==> src/rtl/ps2_host_tx.sv <==
// Host-to-device PS/2 transmitter: inhibit the clock, request to send, shift out
// start/data/parity/stop on device clock falls, then check the device ACK.
// Optional macro PS2_TX_RETRY_EN: retry a failed frame up to twice before tx_error.
module ps2_host_tx #(
  parameter int unsigned INHIBIT_CYCLES = 5000,
  parameter int unsigned TIMEOUT_CYCLES = 750000,
  parameter int unsigned SYNC_STAGES    = 2
) (
  input  logic       CLOCK_50,
  input  logic       resetn,
  input  logic [7:0] tx_data,
  input  logic       tx_valid,
  output logic       tx_ready,
  output logic       tx_busy,
  output logic       tx_done,
  output logic       tx_error,
  input  logic       ps2_clk_in,
  input  logic       ps2_dat_in,
  output logic       ps2_clk_oe,
  output logic       ps2_dat_oe
);

  localparam int unsigned INH_W = (INHIBIT_CYCLES > 1) ? $clog2(INHIBIT_CYCLES) : 1;
  localparam int unsigned WD_W  = $clog2(TIMEOUT_CYCLES + 1);

  typedef enum logic [2:0] {
    S_IDLE,
    S_INHIBIT,
    S_REQ,
    S_SEND,
    S_ACK,
    S_WAIT_IDLE,
    S_ERR
  } state_t;

  state_t                 state;
  logic [SYNC_STAGES-1:0] clk_sync;
  logic [SYNC_STAGES-1:0] dat_sync;
  logic                   clk_prev;
  logic                   clk_s;
  logic                   dat_s;
  logic                   fe;
  logic [7:0]             data_q;
  logic [9:0]             shift_q;
  logic [3:0]             bit_cnt;
  logic [INH_W-1:0]       inh_cnt;
  logic [WD_W-1:0]        wd_cnt;
  logic                   wd_expired;
`ifdef PS2_TX_RETRY_EN
  logic [1:0]             retry_cnt;
`endif

  assign clk_s      = clk_sync[SYNC_STAGES-1];
  assign dat_s      = dat_sync[SYNC_STAGES-1];
  assign fe         = clk_prev & ~clk_s;
  assign wd_expired = (wd_cnt == WD_W'(TIMEOUT_CYCLES));

  // Pad synchronizers (idle-high lines) and previous clock for edge detect
  always_ff @(posedge CLOCK_50 or negedge resetn) begin
    if (!resetn) begin
      clk_sync <= '1;
      dat_sync <= '1;
      clk_prev <= 1'b1;
    end else begin
      clk_sync <= {clk_sync[SYNC_STAGES-2:0], ps2_clk_in};
      dat_sync <= {dat_sync[SYNC_STAGES-2:0], ps2_dat_in};
      clk_prev <= clk_s;
    end
  end

  // Frame sequencer with registered line enables and status outputs
  always_ff @(posedge CLOCK_50 or negedge resetn) begin
    if (!resetn) begin
      state      <= S_IDLE;
      data_q     <= '0;
      shift_q    <= '0;
      bit_cnt    <= '0;
      inh_cnt    <= '0;
      wd_cnt     <= '0;
      tx_ready   <= 1'b1;
      tx_busy    <= 1'b0;
      tx_done    <= 1'b0;
      tx_error   <= 1'b0;
      ps2_clk_oe <= 1'b0;
      ps2_dat_oe <= 1'b0;
`ifdef PS2_TX_RETRY_EN
      retry_cnt  <= '0;
`endif
    end else begin
      tx_done  <= 1'b0;
      tx_error <= 1'b0;
      case (state)
        S_IDLE: begin
          ps2_clk_oe <= 1'b0;
          ps2_dat_oe <= 1'b0;
          tx_busy    <= 1'b0;
          if (tx_valid && tx_ready) begin
            data_q     <= tx_data;
            inh_cnt    <= '0;
            tx_ready   <= 1'b0;
            tx_busy    <= 1'b1;
            ps2_clk_oe <= 1'b1;
            state      <= S_INHIBIT;
`ifdef PS2_TX_RETRY_EN
            retry_cnt  <= '0;
`endif
          end else begin
            tx_ready <= 1'b1;
          end
        end
        S_INHIBIT: begin
          if (inh_cnt == INH_W'(INHIBIT_CYCLES - 1)) begin
            ps2_dat_oe <= 1'b1;
            state      <= S_REQ;
          end else begin
            inh_cnt <= inh_cnt + INH_W'(1);
          end
        end
        S_REQ: begin
          // Start bit is already on the data line; release the clock to the device
          ps2_clk_oe <= 1'b0;
          shift_q    <= {1'b1, ~^data_q, data_q};
          bit_cnt    <= '0;
          wd_cnt     <= '0;
          state      <= S_SEND;
        end
        S_SEND: begin
          if (fe) begin
            wd_cnt     <= '0;
            ps2_dat_oe <= ~shift_q[0];
            shift_q    <= {1'b0, shift_q[9:1]};
            bit_cnt    <= bit_cnt + 4'd1;
            if (bit_cnt == 4'd9) state <= S_ACK;
          end else if (wd_expired) begin
            ps2_dat_oe <= 1'b0;
            state      <= S_ERR;
          end else begin
            wd_cnt <= wd_cnt + WD_W'(1);
          end
        end
        S_ACK: begin
          if (fe) begin
            wd_cnt <= '0;
            state  <= dat_s ? S_ERR : S_WAIT_IDLE;
          end else if (wd_expired) begin
            state <= S_ERR;
          end else begin
            wd_cnt <= wd_cnt + WD_W'(1);
          end
        end
        S_WAIT_IDLE: begin
          if (clk_s && dat_s) begin
            tx_done  <= 1'b1;
            tx_busy  <= 1'b0;
            tx_ready <= 1'b0;
            state    <= S_IDLE;
          end else if (fe) begin
            wd_cnt <= '0;
          end else if (wd_expired) begin
            state <= S_ERR;
          end else begin
            wd_cnt <= wd_cnt + WD_W'(1);
          end
        end
        S_ERR: begin
          ps2_clk_oe <= 1'b0;
          ps2_dat_oe <= 1'b0;
`ifdef PS2_TX_RETRY_EN
          if (retry_cnt < 2'd2) begin
            retry_cnt  <= retry_cnt + 2'd1;
            inh_cnt    <= '0;
            ps2_clk_oe <= 1'b1;
            state      <= S_INHIBIT;
          end else begin
            tx_error <= 1'b1;
            tx_busy  <= 1'b0;
            tx_ready <= 1'b0;
            state    <= S_IDLE;
          end
`else
          tx_error <= 1'b1;
          tx_busy  <= 1'b0;
          tx_ready <= 1'b0;
          state    <= S_IDLE;
`endif
        end
        default: state <= S_IDLE;
      endcase
    end
  end

endmodule

==> config.mk <==
export PLATFORM = sky130hd
export DESIGN_NAME = ps2_host_tx
export DESIGN_NICKNAME = d
export VERILOG_FILES = /design/src/rtl/ps2_host_tx.sv
export SDC_FILE = /design/constraint.sdc
export NUM_CORES = 1
export LEC_CHECK = 0
export CAP_MARGIN = 15
export CORE_MARGIN = 3
export CORE_UTILIZATION = 40
export DETAILED_ROUTE_END_ITERATION = 7
export DONT_BUFFER_PORTS = 1
export GPL_TIMING_DRIVEN = 0
export SLEW_MARGIN = 20
export SYNTH_ARGS = -nofsm -noshare
export SYNTH_HDL_FRONTEND = slang
export SYNTH_SLANG_ARGS = --single-unit
==> constraint.sdc <==
create_clock -name CLOCK_50 -period 2.06 [get_ports CLOCK_50]
set_input_delay 0.412 -clock CLOCK_50 [delete_from_list [all_inputs] [get_ports CLOCK_50]]
set_output_delay 0.412 -clock CLOCK_50 [all_outputs]
set_load 0.1 [all_outputs]
==> summary.txt <==
Min path
  • Hold WC Path Type: input pin to register

Pwr
  • NetSw: 0.002484 W
  • P_int: 0.003631 W
  • Worst VDD drop: 0.7639 mV
  • Sequential Power Share: 38.5%
  • Clk pwr share: 19.6%
  • Power Density: 1409 nW/µm²
  • Switching part of the total: 40.62%
  • Comb power frac: 41.9%
  • LEAKAGE: 1.862 nW

Floorplanning
  • Die W: 100.9 µm
  • Die area: 10,190 µm²
  • Initial Util: 41.35%
  • Num rows: 34
  • Core Area: 8721 µm²
  • Die Ht: 100.9 µm
  • IO Pins: 19

GRT
  • Initial antenna violation count: 0
  • Largest net degree at the start of global routing: 70
  • Vias in the first global route: 2,770
  • First-pass GRT wire length: 13,540 µm
  • Total track usage: 16.74%
  • GR Overflow Total: 0

Critical path
  • Critical path origin: wd_cnt[15]
  • Worst Setup EP: wd_cnt[16]
  • Startpoint Class: register
  • Worst Path Max Fanout: 4
  • Register-to-register setup slack: -0.21 ns
  • Worst EP required: 2.27 ns
  • RR Endpoint: wd_cnt[16]
  • CP Capture Type: register
  • Worst Path Arrival: 2.48 ns
  • R2R depth: 6
  • Kind of critical path: register to register
  • Worst R2R Start: wd_cnt[15]

Place
  • Worst setup slack after placement: -0.5835 ns
  • IO buf count: 0
  • Area post-placement: 3757 µm²
  • Post-DP HPWL: 5069 µm
  • Placed cells: 485
  • Placer Congestion: 0.8763

Finish
  • Most common cell after layout, fill and taps aside: dfrtp_1
  • Most frequent cells in the layout: dfrtp_1, nand2_1, nor2_1, xnor2_1, buf_4
  • Multi-input logic area: 1893 µm²
  • Final net count: 427
  • Final Cell Area: 4339 µm²
  • Fin cells: 522
  • Post-route core utilization: 49.76%
  • FILL cells: 802
  • Seq. cell area: 1742 µm²
  • Ant. Diodes: 0
  • P&R area growth vs syn: 20.33%
  • Share of cells above drive strength 1: 21.50%

Drt
  • Drt first pass iters: 4
  • Post-Route WL: 7971 µm
  • DR vias: 2,849
  • DRT antenna net count: 0
  • DR vias/cell: 5.458
  • DR iter-0 viols: 171
  • DR DRC count: 0
  • Mean routed wirelength per cell: 15.27 µm

Synthesis
  • Syn Inst Count: 377
  • Synthesized flop and latch total: 69
  • Cell Area, Synth: 3606 µm²
  • Mapped Nets: 395
  • Post-synth EDFFs: 0
  • Post-synthesis sequential area ratio: 48.09%
  • Yosys warns: 0
  • Distinct cells, synth: 56
  • Ys async rst share: 100.0%
  • Synth Flop Type: dfrtp_1
  • Syn_area_per_cell: 9.565 µm²

STA
  • Worst slew margin: 39.01%
  • Final setup vio count: 15
  • Worst-Margin Slew: 0.9148 ns
  • Worst clock skew: 0.01152 ns
  • Tmin final: 2.268 ns
  • Hold slack final: 0.06574 ns
  • RSZ-0062 raised after global routing: yes
  • Slew Viols, Final: 0
  • Fin crit share: 110.1%
  • Max Clock Freq: 440.8 MHz
  • Final WS setup: -0.2084 ns
  • Fin. Hold Viols: 0

Clock tree
  • Htree depth: 3
  • Clock sink total: 69
  • Max Buffers Root-to-Sink: 2
  • CTS tree: built
  • Skew-Pair Late Insertion Delay: 0.34 ns
  • Clock slew at reported path FFs: 0.07 ns
  • Root Buffer: clkbuf_8
  • CTS buffer count: 9

Run status
  • Status: complete, but fails checks
  • Violated checks: setup timing

Flow run
  • Max-cap violations: 0
layout make-up:
type                    count  share of cell area [%]
well taps                 108                   3.114
flip-flops and latches     69                   40.14
repair buffers             22                   4.498
multi-input cells         277                   43.63
clock buffers              10                   2.941
plain buffers              18                   2.624
clock inverters             6                   2.018
inverters                  12                   1.038
worst min path at each step:
stage                        to  slack (ns)  cells past startpoint        from
floorplan            bit_cnt[0]        0.12                      0      resetn
detailed placement   wd_cnt[18]        0.12                      0      resetn
finish              dat_sync[0]        0.07                      0  ps2_dat_in
global placement     wd_cnt[17]        0.12                      0      resetn
global route        clk_sync[0]        0.03                      0  ps2_clk_in
CTS                 dat_sync[0]        0.04                      0  ps2_dat_in
stage by stage:
step	total power, W	TNS, ns
2_1_floorplan	0.004024	-1.291
3_5_place_dp	0.004502	-14.23
6_report	0.006115	-2.174
3_3_place_gp	0.004454	-14.29
4_1_cts	0.005950	-3.034
5_1_grt	0.006598	-4.329
what timing repair did:
item                       CTS  global route
buffers inserted            11             8
pin swaps                   10             9
hold buffers                 2             0
cloned                       1             0
resized for setup           18            31
hold endpoints to repair    69             0
setup endpoints to repair   51            33
critical path, stage by stage, from the launching register on:
cell,delay (ns)
dfrtp_2,0.41
or4_1,0.52
or4_4,0.55
o41ai_4,0.31
buf_4,0.20
or4_4,0.12
a21oi_2,0.04
synthesized netlist by cell type (2+ instances only):
| master | number | share of area [%] |
|---|---|---|
| a21o_1 | 3 | 0.62 |
| a21oi_1 | 18 | 2.5 |
| a22o_1 | 2 | 0.49 |
| a31oi_1 | 3 | 0.52 |
| and3_2 | 2 | 0.42 |
| and4_1 | 4 | 0.97 |
| buf_6 | 3 | 0.94 |
| clkbuf_1 | 13 | 1.4 |
| dfrtp_1 | 63 | 44 |
| dfstp_2 | 6 | 4.4 |
| ha_1 | 5 | 1.7 |
| inv_1 | 12 | 1.2 |
| mux2i_1 | 8 | 2.2 |
| nand2_1 | 48 | 5.0 |
| nand2b_1 | 3 | 0.52 |
| nand3_1 | 12 | 1.7 |
| nand4_1 | 9 | 1.6 |
| nor2_1 | 42 | 4.4 |
| nor2b_1 | 4 | 0.69 |
| nor3_1 | 12 | 1.7 |
| nor3b_1 | 3 | 0.62 |
| nor4_1 | 7 | 1.2 |
| o2111ai_1 | 3 | 0.73 |
| o211ai_1 | 2 | 0.42 |
| o21a_1 | 3 | 0.62 |
| o21ai_0 | 8 | 1.1 |
| o21ai_1 | 6 | 0.83 |
| o22ai_1 | 3 | 0.52 |
| o31a_1 | 2 | 0.49 |
| o31ai_1 | 5 | 1.0 |
| or3_1 | 2 | 0.35 |
| or4_1 | 9 | 1.9 |
| xnor2_1 | 21 | 5.1 |
| xor2_1 | 9 | 2.2 |
power by group through the flow:
| stage | Sequential (W) | Clock [W] | Combinational (W) |
|---|---|---|---|
| 2_1_floorplan | 0.00227 | 0 | 0.00175 |
| 3_3_place_gp | 0.00235 | 0 | 0.00210 |
| 3_5_place_dp | 0.00237 | 0 | 0.00214 |
| 4_1_cts | 0.00235 | 0.00125 | 0.00235 |
| 5_1_grt | 0.00242 | 0.00130 | 0.00287 |
| 6_report | 0.00235 | 0.00120 | 0.00256 |
logic make-up (layout without fill, tap and decap cells):
family | after synthesis | after routing | synth area share, %
xor+xnor | 30 | 30 | 7.287
simple gates | 162 | 162 | 22.28
buf+inv | 31 | 68 | 4.163
fa+ha+maj | 5 | 5 | 1.735
flops | 69 | 69 | 48.09
mux | 10 | 10 | 2.845
compound gates | 70 | 70 | 13.60
routing by layer:
metal	up-vias	GRT usage (%)	share of wire [%]
li1	1399	-	-
met1	1393	22.73	44
met2	46	26.08	49
met3	11	4.498	4.4
met4	0	5.419	1.7
met5	-	0	0
registers in the layout, summed over array words and instances (netlist names), 2 cells and up:
signal,flops
state,3
inh_cnt,13
dat_sync,2
wd_cnt,20
shift_q,10
bit_cnt,4
clk_sync,2
data_q,8
Note: power is estimated with default switching activity, not from simulation.
